File: src/rtl/serial_adder.sv
// -----------------------------------------------------------------------------
// serial_adder
//
// Bit-serial ripple adder. Two WIDTH-bit operands plus a carry-in are accepted
// over a valid/ready handshake and added LSB-first, one bit per clock, through
// a single full-adder cell and a carry flip-flop. The sum and carry-out are
// returned over a second valid/ready handshake. Latency from acceptance to
// out_valid is WIDTH clocks. The minimum issue interval is WIDTH+2 clocks.
//
// Ports
//   clk        in   rising-edge clock
//   rst        in   synchronous, active-high reset
//   in_valid   in   a, b, cin are valid
//   in_ready   out  block can accept operands (IDLE)
//   a          in   augend  [WIDTH-1:0]
//   b          in   addend  [WIDTH-1:0]
//   cin        in   carry-in
//   out_valid  out  sum/cout are valid (DONE)
//   out_ready  in   consumer takes the result
//   sum        out  (a + b + cin) mod 2^WIDTH
//   cout       out  carry out of bit WIDTH-1
// -----------------------------------------------------------------------------
module serial_adder #(
   parameter int WIDTH = 8  // legal range 1..32
) (
   input  logic             clk,
   input  logic             rst,
   input  logic             in_valid,
   output logic             in_ready,
   input  logic [WIDTH-1:0] a,
   input  logic [WIDTH-1:0] b,
   input  logic             cin,
   output logic             out_valid,
   input  logic             out_ready,
   output logic [WIDTH-1:0] sum,
   output logic             cout
);

   // Bit counter is clog2(WIDTH) wide, but never narrower than one bit.
   localparam int            CW   = (WIDTH > 1) ? $clog2(WIDTH) : 1;
   localparam logic [CW-1:0] LAST = CW'(WIDTH - 1);

   typedef enum logic [1:0] {
      IDLE = 2'd0,
      RUN  = 2'd1,
      DONE = 2'd2
   } state_t;

   state_t           state_q;
   logic [WIDTH-1:0] a_q;
   logic [WIDTH-1:0] b_q;
   logic [WIDTH-1:0] sum_q;
   logic             carry_q;
   logic             cout_q;
   logic [CW-1:0]    cnt_q;

   logic             s_d;
   logic             carry_d;
   logic [WIDTH-1:0] sum_d;

   // Single full-adder cell on the current LSBs and the stored carry.
   always_comb begin
      s_d     = a_q[0] ^ b_q[0] ^ carry_q;
      carry_d = (a_q[0] & b_q[0]) | (carry_q & (a_q[0] ^ b_q[0]));
   end

   // The new sum bit enters at the MSB, so after WIDTH shifts bit 0 of the
   // result has travelled down to sum[0]. A one-bit sum is just the new bit.
   generate
      if (WIDTH == 1) begin : g_sum_w1
         assign sum_d = s_d;
      end else begin : g_sum_wn
         assign sum_d = {s_d, sum_q[WIDTH-1:1]};
      end
   endgenerate

   // NOTE: every register here is sequential state, so it is assigned with <=
   //       only; blocking assignments would let later statements see new values.
   always_ff @(posedge clk) begin
      if (rst) begin
         // NOTE: the datapath registers are reset as well, because sum and cout
         //       are visible on the ports and must read zero after reset.
         state_q <= IDLE;
         a_q     <= '0;
         b_q     <= '0;
         sum_q   <= '0;
         carry_q <= 1'b0;
         cout_q  <= 1'b0;
         cnt_q   <= '0;
      end else begin
         case (state_q)
            IDLE: begin
               if (in_valid) begin
                  a_q     <= a;
                  b_q     <= b;
                  carry_q <= cin;
                  cnt_q   <= '0;
                  state_q <= RUN;
               end
            end
            RUN: begin
               a_q     <= a_q >> 1;
               b_q     <= b_q >> 1;
               sum_q   <= sum_d;
               carry_q <= carry_d;
               cnt_q   <= cnt_q + CW'(1);
               if (cnt_q == LAST) begin
                  cout_q  <= carry_d;
                  state_q <= DONE;
               end
            end
            DONE: begin
               // Result is held until the consumer takes it. in_ready only
               // rises in the following cycle, so DONE never accepts directly.
               if (out_ready) begin
                  state_q <= IDLE;
               end
            end
            default: begin
               state_q <= IDLE;
            end
         endcase
      end
   end

   // Handshake flags are decoded from the state register alone, so there is
   // no combinational path from any input to any output.
   assign in_ready  = (state_q == IDLE);
   assign out_valid = (state_q == DONE);
   assign sum       = sum_q;
   assign cout      = cout_q;

endmodule
File: config.mk
export PLATFORM = sky130hd
export DESIGN_NAME = serial_adder
export DESIGN_NICKNAME = d
export VERILOG_FILES = /design/src/rtl/serial_adder.sv
export SDC_FILE = /design/constraint.sdc
export NUM_CORES = 1
export LEC_CHECK = 0
export BUFFER_PORTS_ARGS = -buffer_cell sky130_fd_sc_hd__buf_2
export CORE_ASPECT_RATIO = 0.8
export CORE_MARGIN = 8
export CORE_UTILIZATION = 40
export CTS_CLUSTER_SIZE = 28
export DETAILED_ROUTE_END_ITERATION = 10
export PLACE_DENSITY = 0.65
export SLEW_MARGIN = 40
export SYNTH_ARGS = -nofsm -noshare
export SYNTH_HDL_FRONTEND = slang
export SYNTH_SLANG_ARGS = --single-unit
File: constraint.sdc
create_clock -name clk -period 1.7 [get_ports clk]
set_input_delay 0.17 -clock clk [delete_from_list [all_inputs] [get_ports clk]]
set_output_delay 0.17 -clock clk [all_outputs]
set_load 0.01 [all_outputs]
==> impl_metrics.yaml <==
run_status:
  status: "finished clean"
synthesis:
  syn_avg_cell_area_um2: 8.057
  synth_common_cells: "nor2_1, dfxtp_1, nand2_1"
  syn_inst: 157
  synth_top_cell_area_share_pct: 49.06
  synth.most_common_cell: "nor2_1"
  ys_seq_elements: 31
  yosys_warnings: 0
  synth_area_um2: 1265
  synth_top_area_cell: "dfxtp_1"
  synth_edf_count: 0
  synth-seq-area-share_pct: 49.06
  async_flop_share_pct: 0
  synthFlopType: "dfxtp_1"
  yosysUniqueCellTypes: 24
  synth_area_leaders: "dfxtp_1, nor2_1, nor4_1, nand2_1, a21oi_1"
  synth_fp_nets: 181
global_routing:
  grt_max_degree: 32
  grt_use_total_pct: 11.50
  grt_pass1_wl_mm: 4.712
  antenna_found_initial: 0
  grt-ovfl-total: 0
  grt_pass1_vias: 1070
sta:
  tns_ps: 0
  final_max_slew_viol_count: 0
  worstMarginPinSlew_ps: 537.3
  timing.fmax_ghz: 0.6564
  fin_crit_sh_pct: 89.61
  hold_viol_final: 0
  finalSetupViolCount: 0
  rsz0062_at_grt: "false"
  fin_skew_ps: 1.773
  fin_crit_ps: 1523
  slew-limit-headroom_pct: 64.18
cells_and_area:
  utilization_pct: 48.61
  syn2layout_area_growth_pct: 17.71
  fill_cells: 312
  final_cells: 225
  num_antenna_cells: 0
  drive_gt1_share_pct: 21.08
  nets: 208
setup_path:
  rr_startpoint: "state_q[0]$_SDFFE_PP0P_"
  required_ps: 1870
  critPathKind: "reg -> reg"
  cp_max_fo: 15
  rr_endpoint: "a_q[2]$_SDFFE_PP0P_"
  worstSetupEndpoint: "a_q[2]$_SDFFE_PP0P_"
  crit_start: "state_q[0]$_SDFFE_PP0P_"
  rr_worst_depth: 3
  r2r_setup_slack_ps: 180
  arrival_ps: 1700
  start_kind: "flip-flop"
  critical_path.endpoint_type: "flip-flop"
routing:
  ant_nets: 0
  viasPerCell: 5.022
  first_iter_violations: 82
  post_drt_wl_per_cell_um: 12.41
  routed_wl_mm: 2.792
  firstDrtPassIters: 4
  vias: 1130
  drc_errors: 0
power:
  power_leakage_nw: 0.6552
  ir_drop_mv: 0.5966
  powerDensity_nw_per_um2: 1005
  total_power_w: 0.001497
floorplanning:
  core_um2: 3063
  die_area_um2: 5229
  ios: 32
  start_util_pct: 41.30
  dieWidth_um: 78.87
  num_rows: 18
  die_h_um: 66.30
clock_network:
  cts_setup_buffers: 0
  root_buffer: "clkbuf_8"
  h-tree-depth: 2
  tritoncts: "yes"
  clk_path_buf_depth: 2
  cts_sinks: 31
  clk_latency_ps: 280
  cts_buffers: 5
  cts_resized: 0
  clkTransAtPathRegs_ps: 60
  cts-hold-fix-buffers: 0
min_path:
  worstHoldPathType: "in -> reg"
placement:
  placedCellCount: 217
  port_buffers: 31
  dp_hpwl_mm: 1.968
  place_congestion: 0.7341
flow_run:
  maxCapViolations: 0
placed cells by master, fill, tap and decap left out, drive strengths merged, types with 2 or more instances in the layout:
| cell | instances |
|---|---|
| buf | 31 |
| a21oi | 12 |
| nand2 | 17 |
| nor4 | 15 |
| nor2b | 2 |
| nand2b | 2 |
| nor2 | 50 |
| clkbuf | 7 |
| nand3b | 3 |
| ha | 2 |
| o21ai | 2 |
| dfxtp | 31 |
| a22oi | 2 |
power by group:
part	internal [W]	switching, W
sequential	0.000770	0.0000286
combinational	0.0000651	0.0000923
clock	0.000286	0.000254
total	0.00112	0.000375
metal layers:
metal  GRT usage [%]  vias up  wire, um
li1                -      581         -
met1           12.09      508      1260
met2           18.37       33      1235
met3           4.484        8       205
met4           8.986        0        91
met5               0        -         0
registers in the layout, summed over array words and instances, names as in the netlist:
signal and flops:
sum 8, carry_q 1, state_q 2, cout 1, a_q 8, cnt_q 3
b_q 8
critical path, cell delays in order (launching register included):
cell and delay, ps:
dfxtp_1 530, or3b_1 490, nor2_1 90, nor4_1 310
metrics by stage:
step | instance area [um2] | worst slack (ps) | hold WS, ps
global placement | 1408 | 293.7 | 430.2
global route | 1489 | 24.46 | 167.3
finish | 1489 | 176.6 | 140.7
CTS | 1489 | 153.5 | 136.9
detailed placement | 1408 | 152.3 | 437.3
floorplan | 1265 | 523.5 | 248.2
how the worst min path moves through the flow:
stage	end	from	cells after the start
floorplan	a_q[2]$_SDFFE_PP0P_	rst	1
finish	state_q[1]$_SDFFE_PP0P_	out_ready	3
global route	state_q[1]$_SDFFE_PP0P_	out_ready	3
CTS	state_q[1]$_SDFFE_PP0P_	out_ready	3
global placement	state_q[1]$_SDFFE_PP0P_	out_ready	3
detailed placement	state_q[1]$_SDFFE_PP0P_	out_ready	3
area by class of cell:
cell class	instances	area (um2)	share of cell area, %
Tap cell	40	50.05	3.361
Timing Repair Buffer	31	155.1	10.42
Multi-Input combinational cell	115	581.8	39.08
Clock inverter	1	5.005	0.3361
Clock buffer	7	76.32	5.126
Sequential cell	31	620.6	41.68
kinds of logic (layout without fill, tap and decap cells):
| family | Yosys count | after routing | synth area share [%] |
|---|---|---|---|
| simple gates | 92 | 92 | 32.94 |
| flops | 31 | 31 | 49.06 |
| compound gates | 19 | 19 | 8.705 |
| buf+inv | 11 | 39 | 4.945 |
| fa+ha+maj | 3 | 3 | 3.561 |
| mux | 1 | 1 | 0.7913 |
Power figures use the tool's default switching activity.
